**config.mk**
```make
export PLATFORM = sky130hd
export DESIGN_NAME = sha256_host_sequencer
export DESIGN_NICKNAME = d
export VERILOG_FILES = /design/src/rtl/sha256_host_sequencer_pkg.sv /design/src/rtl/sha256_host_sequencer.sv
export SDC_FILE = /design/constraint.sdc
export NUM_CORES = 1
export LEC_CHECK = 0
export ABC_AREA = 1
export CORE_ASPECT_RATIO = 1.75
export CORE_MARGIN = 3
export CORE_UTILIZATION = 45
export DETAILED_ROUTE_END_ITERATION = 8
export PLACE_DENSITY = 0.75
export SKIP_LAST_GASP = 1
export SYNTH_ARGS = -nofsm -noshare
export SYNTH_HDL_FRONTEND = slang
export SYNTH_SLANG_ARGS = --single-unit
export TNS_END_PERCENT = 50
```
**constraint.sdc**
```tcl
create_clock -name i_clk -period 1.4 [get_ports i_clk]
set_clock_uncertainty 0.15 [all_clocks]
set_input_delay 0.28 -clock i_clk [delete_from_list [all_inputs] [get_ports i_clk]]
set_output_delay 0.28 -clock i_clk [all_outputs]
set_load 0.03 [all_outputs]
```
**src/rtl/sha256_host_sequencer_pkg.sv**
```systemverilog
// sha256_host_sequencer_pkg: core register map shared by the host sequencer.
// Holds status/digest addresses, the START bit position and the message limit.
package sha256_host_sequencer_pkg;

    localparam int STATUS_ADDR   = 81;
    localparam int START_BIT     = 0;
    localparam int DIGEST_START  = 86;
    localparam int DIGEST_BYTES  = 32;
    localparam int MSG_MAX_BYTES = 80;

    // Byte written to the status register to kick a job.
    localparam logic [7:0] START_CMD = 8'(1 << START_BIT);

    // Core address of the idx-th digest byte in output order (MSB first).
    function automatic logic [6:0] digest_addr(input logic [4:0] idx);
        return 7'(DIGEST_START + DIGEST_BYTES - 1) - {2'b00, idx};
    endfunction

endpackage

```
**src/rtl/sha256_host_sequencer.sv**
```systemverilog
// sha256_host_sequencer: streams one message block into sha256_core, starts
// it, waits for the IRQ and streams the 32-byte digest out MSB first.
// Ports:
//   i_clk, i_rst_n (async, active-low)
//   i_s_data/i_s_valid/o_s_ready        message byte stream in
//   o_m_data/o_m_valid/i_m_ready/o_m_last digest byte stream out
//   o_core_addr/o_core_data/o_core_we   core write bus
//   i_core_rdata/i_core_irq             core read data and completion pulse
//   o_busy, o_err_timeout               status
module sha256_host_sequencer
    import sha256_host_sequencer_pkg::*;
#(
    parameter int MSG_BYTES      = 64,
    parameter int TIMEOUT_CYCLES = 1023
) (
    input  logic       i_clk,
    input  logic       i_rst_n,
    input  logic [7:0] i_s_data,
    input  logic       i_s_valid,
    output logic       o_s_ready,
    output logic [7:0] o_m_data,
    output logic       o_m_valid,
    input  logic       i_m_ready,
    output logic       o_m_last,
    output logic [6:0] o_core_addr,
    output logic [7:0] o_core_data,
    output logic       o_core_we,
    input  logic [7:0] i_core_rdata,
    input  logic       i_core_irq,
    output logic       o_busy,
    output logic       o_err_timeout
);

    typedef enum logic [2:0] {
        S_IDLE,
        S_LOAD,
        S_START,
        S_WAIT,
        S_READ
    } state_t;

    localparam logic [6:0] LAST_MSG  = 7'(MSG_BYTES - 1);
    localparam logic [9:0] LAST_WAIT = 10'(TIMEOUT_CYCLES - 1);
    localparam logic [4:0] LAST_DIG  = 5'(DIGEST_BYTES - 1);

    state_t     state_q, state_d;
    logic [6:0] count_q, count_d;
    logic [9:0] wcnt_q, wcnt_d;
    logic [4:0] idx_q, idx_d;
    logic       we_q, we_d;
    logic [6:0] addr_q, addr_d;
    logic [7:0] data_q, data_d;
    logic       err_q, err_d;

    logic s_hs;
    logic m_hs;

    assign o_s_ready = (state_q == S_IDLE) || (state_q == S_LOAD);
    assign o_m_valid = (state_q == S_READ);
    assign o_m_last  = o_m_valid && (idx_q == LAST_DIG);
    assign o_m_data  = i_core_rdata;
    assign o_busy    = (state_q != S_IDLE);
    assign o_err_timeout = err_q;
    assign o_core_we   = we_q;
    assign o_core_data = data_q;

    // In READ the address tracks the index directly so the combinational
    // core read lines up with the byte being presented.
    assign o_core_addr = o_m_valid ? digest_addr(idx_q) : addr_q;

    assign s_hs = i_s_valid && o_s_ready;
    assign m_hs = o_m_valid && i_m_ready;

    always_comb begin
        state_d = state_q;
        count_d = count_q;
        wcnt_d  = wcnt_q;
        idx_d   = idx_q;
        we_d    = 1'b0;
        addr_d  = addr_q;
        data_d  = data_q;
        err_d   = err_q;
        unique case (state_q)
            S_IDLE: begin
                if (s_hs) begin
                    we_d    = 1'b1;
                    addr_d  = 7'd0;
                    data_d  = i_s_data;
                    count_d = 7'd1;
                    err_d   = 1'b0;
                    state_d = (MSG_BYTES == 1) ? S_START : S_LOAD;
                end
            end
            S_LOAD: begin
                if (s_hs) begin
                    we_d    = 1'b1;
                    addr_d  = count_q;
                    data_d  = i_s_data;
                    count_d = count_q + 7'd1;
                    if (count_q == LAST_MSG) begin
                        state_d = S_START;
                    end
                end
            end
            S_START: begin
                we_d    = 1'b1;
                addr_d  = 7'(STATUS_ADDR);
                data_d  = START_CMD;
                wcnt_d  = 10'd0;
                state_d = S_WAIT;
            end
            S_WAIT: begin
                wcnt_d = wcnt_q + 10'd1;
                // IRQ is checked first so a coincident timeout is ignored.
                if (i_core_irq) begin
                    idx_d   = 5'd0;
                    state_d = S_READ;
                end else if (wcnt_q == LAST_WAIT) begin
                    err_d   = 1'b1;
                    state_d = S_IDLE;
                end
            end
            S_READ: begin
                if (m_hs) begin
                    idx_d = idx_q + 5'd1;
                    if (idx_q == LAST_DIG) begin
                        state_d = S_IDLE;
                    end
                end
            end
            default: begin
                state_d = S_IDLE;
            end
        endcase
    end

    always_ff @(posedge i_clk or negedge i_rst_n) begin
        if (!i_rst_n) begin
            state_q <= S_IDLE;
            count_q <= '0;
            wcnt_q  <= '0;
            idx_q   <= '0;
            we_q    <= 1'b0;
            addr_q  <= '0;
            data_q  <= '0;
            err_q   <= 1'b0;
        end else begin
            state_q <= state_d;
            count_q <= count_d;
            wcnt_q  <= wcnt_d;
            idx_q   <= idx_d;
            we_q    <= we_d;
            addr_q  <= addr_d;
            data_q  <= data_d;
            err_q   <= err_d;
        end
    end

endmodule

```
==> results of run 1 <==
==> where the power goes <==
part           internal (W)  switching, W
logic               0.00206       0.00252
registers           0.00159      0.000327
clock network      0.000535      0.000435
total               0.00418       0.00328
==> routing by layer <==
| metal | track usage [%] | vias up | part of all wire [%] |
|---|---|---|---|
| met2 | 42.21 | 67 | 58 |
| li1 | - | 1051 | - |
| met3 | 3.766 | 27 | 3.5 |
| met1 | 22.45 | 1117 | 34 |
| met4 | 12.39 | 0 | 4.0 |
| met5 | 0 | - | 0 |
==> stage by stage <==
stage	instances	setup TNS (ns)	power [W]	instance area [um^2]	util (%)
finish	411	-13.55	0.007469	3647	76.81
global route	411	-16.40	0.007855	3647	76.81
CTS	402	-10.97	0.006794	3381	71.20
detailed placement	376	-7.431	0.005139	2895	60.98
global placement	376	-6.329	0.005059	2895	60.98
floorplan	266	-3.517	0.003866	2354	-
==> logic make-up after synthesis <==
group	Yosys count
mux	1
buf+inv	46
simple gates	116
compound gates	51
fa+ha+maj	7
xor+xnor	3
flops	42
==> final timing paths <==
path / from / endpoint / slack (ns) / cells past startpoint
min: i_rst_n / state_q[1] / 0.31 / 2
min reg2reg: o_core_data[7] / o_core_data[7] / 0.36 / 1
min in group i_clk: o_core_data[7] / o_core_data[7] / 0.36 / 1
max in group asynchronous: i_rst_n / idx_q[3] / 0.33 / 3
max: idx_q[1] / o_core_addr[4] / -0.60 / 5
max reg2reg: idx_q[1] / state_q[1] / -0.39 / 11
==> registers in the layout, indices dropped and copies added, names as in the netlist <==
name,flops
state_q,3
wcnt_q,10
count_q,7
o_core_we,1
idx_q,5
o_core_data,8
o_err_timeout,1
addr_q,7
==> cell type report <==
class	instances	area, um^2
Clock buffer	5	68.82
Clock inverter	3	43.79
Fill cell	288	1101
Inverter	34	157.7
Multi-Input combinational cell	179	1364
Sequential cell	42	1054
Tap cell	52	65.06
Timing Repair Buffer	96	894.6
==> what timing repair did <==
action | CTS | global route
buffers inserted | 18 | 10
resized for setup | 70 | 44
pin swaps | 20 | 22
hold buffers | 1 | 0
hold endpoints to repair | 14 | 0
setup endpoints to repair | 49 | 53
cloned | 1 | 0
==> layout by cell type (no fill, tap or decap), types with 3 or more instances in the layout <==
cell type,instances
a21oi_1,7
a21oi_2,3
a22o_1,7
buf_12,3
buf_4,51
buf_6,29
clkbuf_8,5
clkdlybuf4s50_1,11
dfrtp_1,40
ha_1,3
ha_2,3
inv_1,24
inv_2,6
nand2_1,45
nand2_2,12
nand2_4,10
nand2_8,5
nand3_1,11
nand4_1,4
nor2_1,11
nor2_2,3
nor2_4,9
o21ai_0,6
o21ai_1,6
o21ai_2,6
o21ai_4,4
==> reports/results.txt, run 1 <==
routability cong. -> 0.8726
clock slew at reported path FFs -> 0.09 ns
hpwl dp -> 4.113 mm
largest fanout on the critical path -> 3
Synth top cells by count -> nand2_1 (64), dfrtp_1 (42), inv_1 (29)
Synth Area in Simple Gates -> 23.64%
# H-tree levels -> 2
CTS buffer count -> 5
num rows -> 33
count leader, synth -> nand2_1
DRT iter0 DRCs -> 84
Max-Cap Viols -> 0
pwr dens -> 2048 mW/mm^2
top cell type's share of synthesized area -> 46.95%
critical path class -> flip-flop to output pin
delay-heaviest family, CP -> flip-flops
failing checks -> setup timing
compound-gate portion of the synthesized area -> 14.20%
first-pass GRT wire length -> 10.12 mm
clk sinks -> 42
syn_nets -> 294
Post-synth EDFFs -> 0
CP max-delay cell -> dfrtp_1
Post-Synth Adder-Cell Area -> 3.913%
mux cell area share after synthesis -> 0.4472%
worst-skew pair later-pin latency -> 0.30 ns
cell leakage power -> 1.725 nW
worst setup margin -> -0.6012 ns
RSZ-0062 raised after global routing -> true
Most common cell on crit path -> buf_4
worst hold slack -> 0.3123 ns
outcome -> finished, violations left
CP Data Required Time -> 0.97 ns
cell taking the most area after synthesis -> dfrtp_1
post-synthesis xor/xnor area fraction -> 1.174%
largest cells by area after synthesis -> dfrtp_1 (47%), nand2_1 (11%), inv_1 (4.9%)
WL/cell -> 16.91 um
dpl ws -> -0.2785 ns
Hold Crit Class -> input pin to async pin
setup violators final -> 53
I/O Buffers -> 33
die area -> 0.005890 mm^2
largest family of logic cells by synthesized area -> simple AND/OR/NAND/NOR gates
WP buf/inv -> 2
initial core utilization -> 47.14%
Residual DRC -> 0
Top Ports -> 50
die height -> 99.30 um
chip width -> 59.32 um
final hold vios -> 0
synthesis-stage register bit count -> 42
CTS max path bufs -> 2
worst-margin pin slew -> 0.4493 ns
crit-path max cell delay -> 0.44 ns
DR vias -> 2262
gr usage total -> 22.70%
minimum clock period -> 2.001 ns
Max Slew Vio Count -> 0
Root Driver -> clkbuf_8
CTS tree -> yes
endpoint type of the worst setup path -> output pin
synthesized instance count -> 266
initial antenna violation count -> 0
Async SR Flop Fraction -> 100.0%
ys flop type -> dfrtp_1
worst vdd ir -> 0.001616 V
layout cell share with drive strength beyond 1 -> 47.35%
Mapped Area -> 0.002238 mm^2
core region area -> 0.004748 mm^2
Syn-to-layout area delta -> 62.94%
First-pass DRT Iterations -> 4
pin count of the biggest net entering global routing -> 19
total length of routed wires -> 6.952 mm
Netlist cell types -> 36
critical path launch point type -> flip-flop
vias in the first global route -> 2297
Routed Antenna Nets -> 0
sequential-to-total area share from yosys stat -> 46.95%
YS warnings -> 0
fin crit share -> 142.9%
max_slew headroom -> 70.05%
Worst EP arrival -> 1.57 ns
overflow left after global routing -> 0
nets@finish -> 386
Avg Cell Area, Syn -> 8.415 um^2
Max Fclk -> 0.4997 GHz
crit-path cells -> buf_4, a21oi_1, xor2_1, o21ai_2, buf_4
via/cell ratio -> 5.504
# diodes -> 0
No activity file was read; power rests on OpenSTA's default activity.
==> run 2, diff against run 1 <==
--- a/config.mk
+++ b/config.mk
@@ -8,9 +8,9 @@
 export ABC_AREA = 1
 export CORE_ASPECT_RATIO = 1.75
 export CORE_MARGIN = 3
-export CORE_UTILIZATION = 45
+export CORE_UTILIZATION = 50
 export DETAILED_ROUTE_END_ITERATION = 8
-export PLACE_DENSITY = 0.75
+export PLACE_DENSITY = 0.79
 export SKIP_LAST_GASP = 1
 export SYNTH_ARGS = -nofsm -noshare
 export SYNTH_HDL_FRONTEND = slang
==> constraint.sdc (replaced) <==
create_clock -name i_clk -period 2 [get_ports i_clk]
set_clock_uncertainty 0.15 [all_clocks]
set_input_delay 0.4 -clock i_clk [delete_from_list [all_inputs] [get_ports i_clk]]
set_output_delay 0.4 -clock i_clk [all_outputs]
set_load 0.03 [all_outputs]
==> reports/results.txt, run 2 (synthesis gave the netlist of run 1 again) <==
WL/cell -> 14.13 um
die height -> 94.51 um
Cells after DPL -> 340
chip width -> 56.58 um
DRT iter0 DRCs -> 46
setup violators final -> 2
Top Ports -> 50
Worst EP arrival -> 1.56 ns
TNS Setup -> -0.1273 ns
DR vias -> 1881
most common cell after layout, fill and taps aside -> nand2_1
Worst Hold Path Cells -> 2
RR Endpoint -> state_q[1]
First-pass DRT Iterations -> 4
via/cell ratio -> 5.329
Max-Cap Viols -> 0
first-pass GRT wire length -> 8.549 mm
CTS max path bufs -> 2
minimum clock period -> 2.114 ns
clk sinks -> 42
R2R Setup Slk -> 0.31 ns
Reg2Reg Depth -> 10
worst hold slack -> 0.3356 ns
critical path class -> flip-flop to output pin
die area -> 0.005347 mm^2
routability cong. -> 0.8702
initial core utilization -> 52.94%
worst-skew pair later-pin latency -> 0.30 ns
overflow left after global routing -> 0
initial antenna violation count -> 0
Hold Crit Class -> flip-flop to flip-flop
worst setup path start -> idx_q[0]
core region area -> 0.004228 mm^2
Routed Antenna Nets -> 0
final hold vios -> 0
# H-tree levels -> 2
max_slew headroom -> 76.66%
commonest non-fill, non-tap cells in the layout -> nand2_1 (63), dfrtp_1 (39), inv_1 (28), clkdlybuf4s50_1 (21), o21ai_0 (17)
hpwl dp -> 3.666 mm
endpoint type of the worst setup path -> output pin
Hold Path Sink -> addr_q[3]
# fillers -> 356
outcome -> finished, violations left
critical path launch point type -> flip-flop
total length of routed wires -> 4.989 mm
Max Slew Vio Count -> 0
CTS buffer count -> 5
Residual DRC -> 0
Non-Filler Instances -> 353
nets@finish -> 331
clock slew at reported path FFs -> 0.08 ns
pwr dens -> 1418 mW/mm^2
reg2reg start -> idx_q[0]
failing checks -> setup timing
HP Start -> addr_q[3]
RSZ-0062 raised after global routing -> true
# diodes -> 0
Root Driver -> clkbuf_8
pin count of the biggest net entering global routing -> 43
I/O Buffers -> 33
cell leakage power -> 1.283 nW
vias in the first global route -> 1916
Util after Layout -> 64.78%
gr usage total -> 20.53%
CP Data Required Time -> 1.45 ns
CTS tree -> yes
fin crit share -> 105.7%
Syn-to-layout area delta -> 22.36%
worst setup margin -> -0.1135 ns
worst vdd ir -> 0.001080 V
layout cell share with drive strength beyond 1 -> 18.09%
worst-margin pin slew -> 0.3488 ns
max reg flops -> 10
largest fanout on the critical path -> 4
Max Fclk -> 0.4731 GHz
Most flops, register -> wcnt_q
num rows -> 31
## run 2: repair_timing
action                                  4_1_cts  5_1_grt
endpoints found under the setup margin       10        8
cloned                                        1        0
buffers inserted                              2        1
endpoints found under the hold margin        42        0
pin swaps                                     1        2
hold buffers                                  1        0
gates resized for setup                      10       11
## run 2: worst max-delay path by stage
| stage | to | cells past startpoint |
|---|---|---|
| after floorplan | o_core_addr[0] | 5 |
| after global placement | o_core_addr[0] | 4 |
| after detailed placement | o_core_addr[0] | 3 |
| after CTS | o_m_last | 7 |
| after global routing | o_m_last | 7 |
| final | o_m_last | 7 |
## run 2: metal layers
layer	vias to the layer above	wire, um	GRT usage (%)	part of all wire, %
li1	936	-	-	-
met1	901	1948	22.87	39
met2	32	2756	36.20	55
met3	12	149	4.241	3.0
met4	0	135	10.69	2.7
met5	-	0	0	0
## run 2: metrics by stage
stage	power, W	instance area (um^2)	setup WS [ns]
final	0.003883	2739	-0.1135
after global routing	0.004155	2739	-0.2070
after CTS	0.003879	2708	-0.1279
after detailed placement	0.003149	2556	0.09256
after global placement	0.003114	2556	0.1211
after floorplan	0.002531	2238	-0.1391
## run 2: cell type report
class / instances / area (um^2) / share of cell area, %
timing repair buffer: 41 / 385.4 / 14.07
multi-input combinational: 179 / 1001 / 36.55
clock inverter: 1 / 30.03 / 1.096
tap: 49 / 61.31 / 2.238
inverter: 34 / 130.1 / 4.751
sequential: 42 / 1055 / 38.51
clock buffer: 7 / 76.32 / 2.787
## run 2: critical path: stages (launching register included)
cell and delay [ns]:
dfrtp_1 0.43, ha_2 0.22, nand2_1 0.05, nor2_1 0.11, ha_2 0.19, inv_2 0.03, nor2_2 0.09, buf_6 0.14
## run 2: report_power, final
| group | switching, W | total [W] | internal (W) | leakage (nW) |
|---|---|---|---|---|
| Clock | 0.000286 | 0.000660 | 0.000374 | 0.0524 |
| Sequential | 0.000237 | 0.00135 | 0.00112 | 0.546 |
| Combinational | 0.00115 | 0.00187 | 0.000717 | 0.685 |
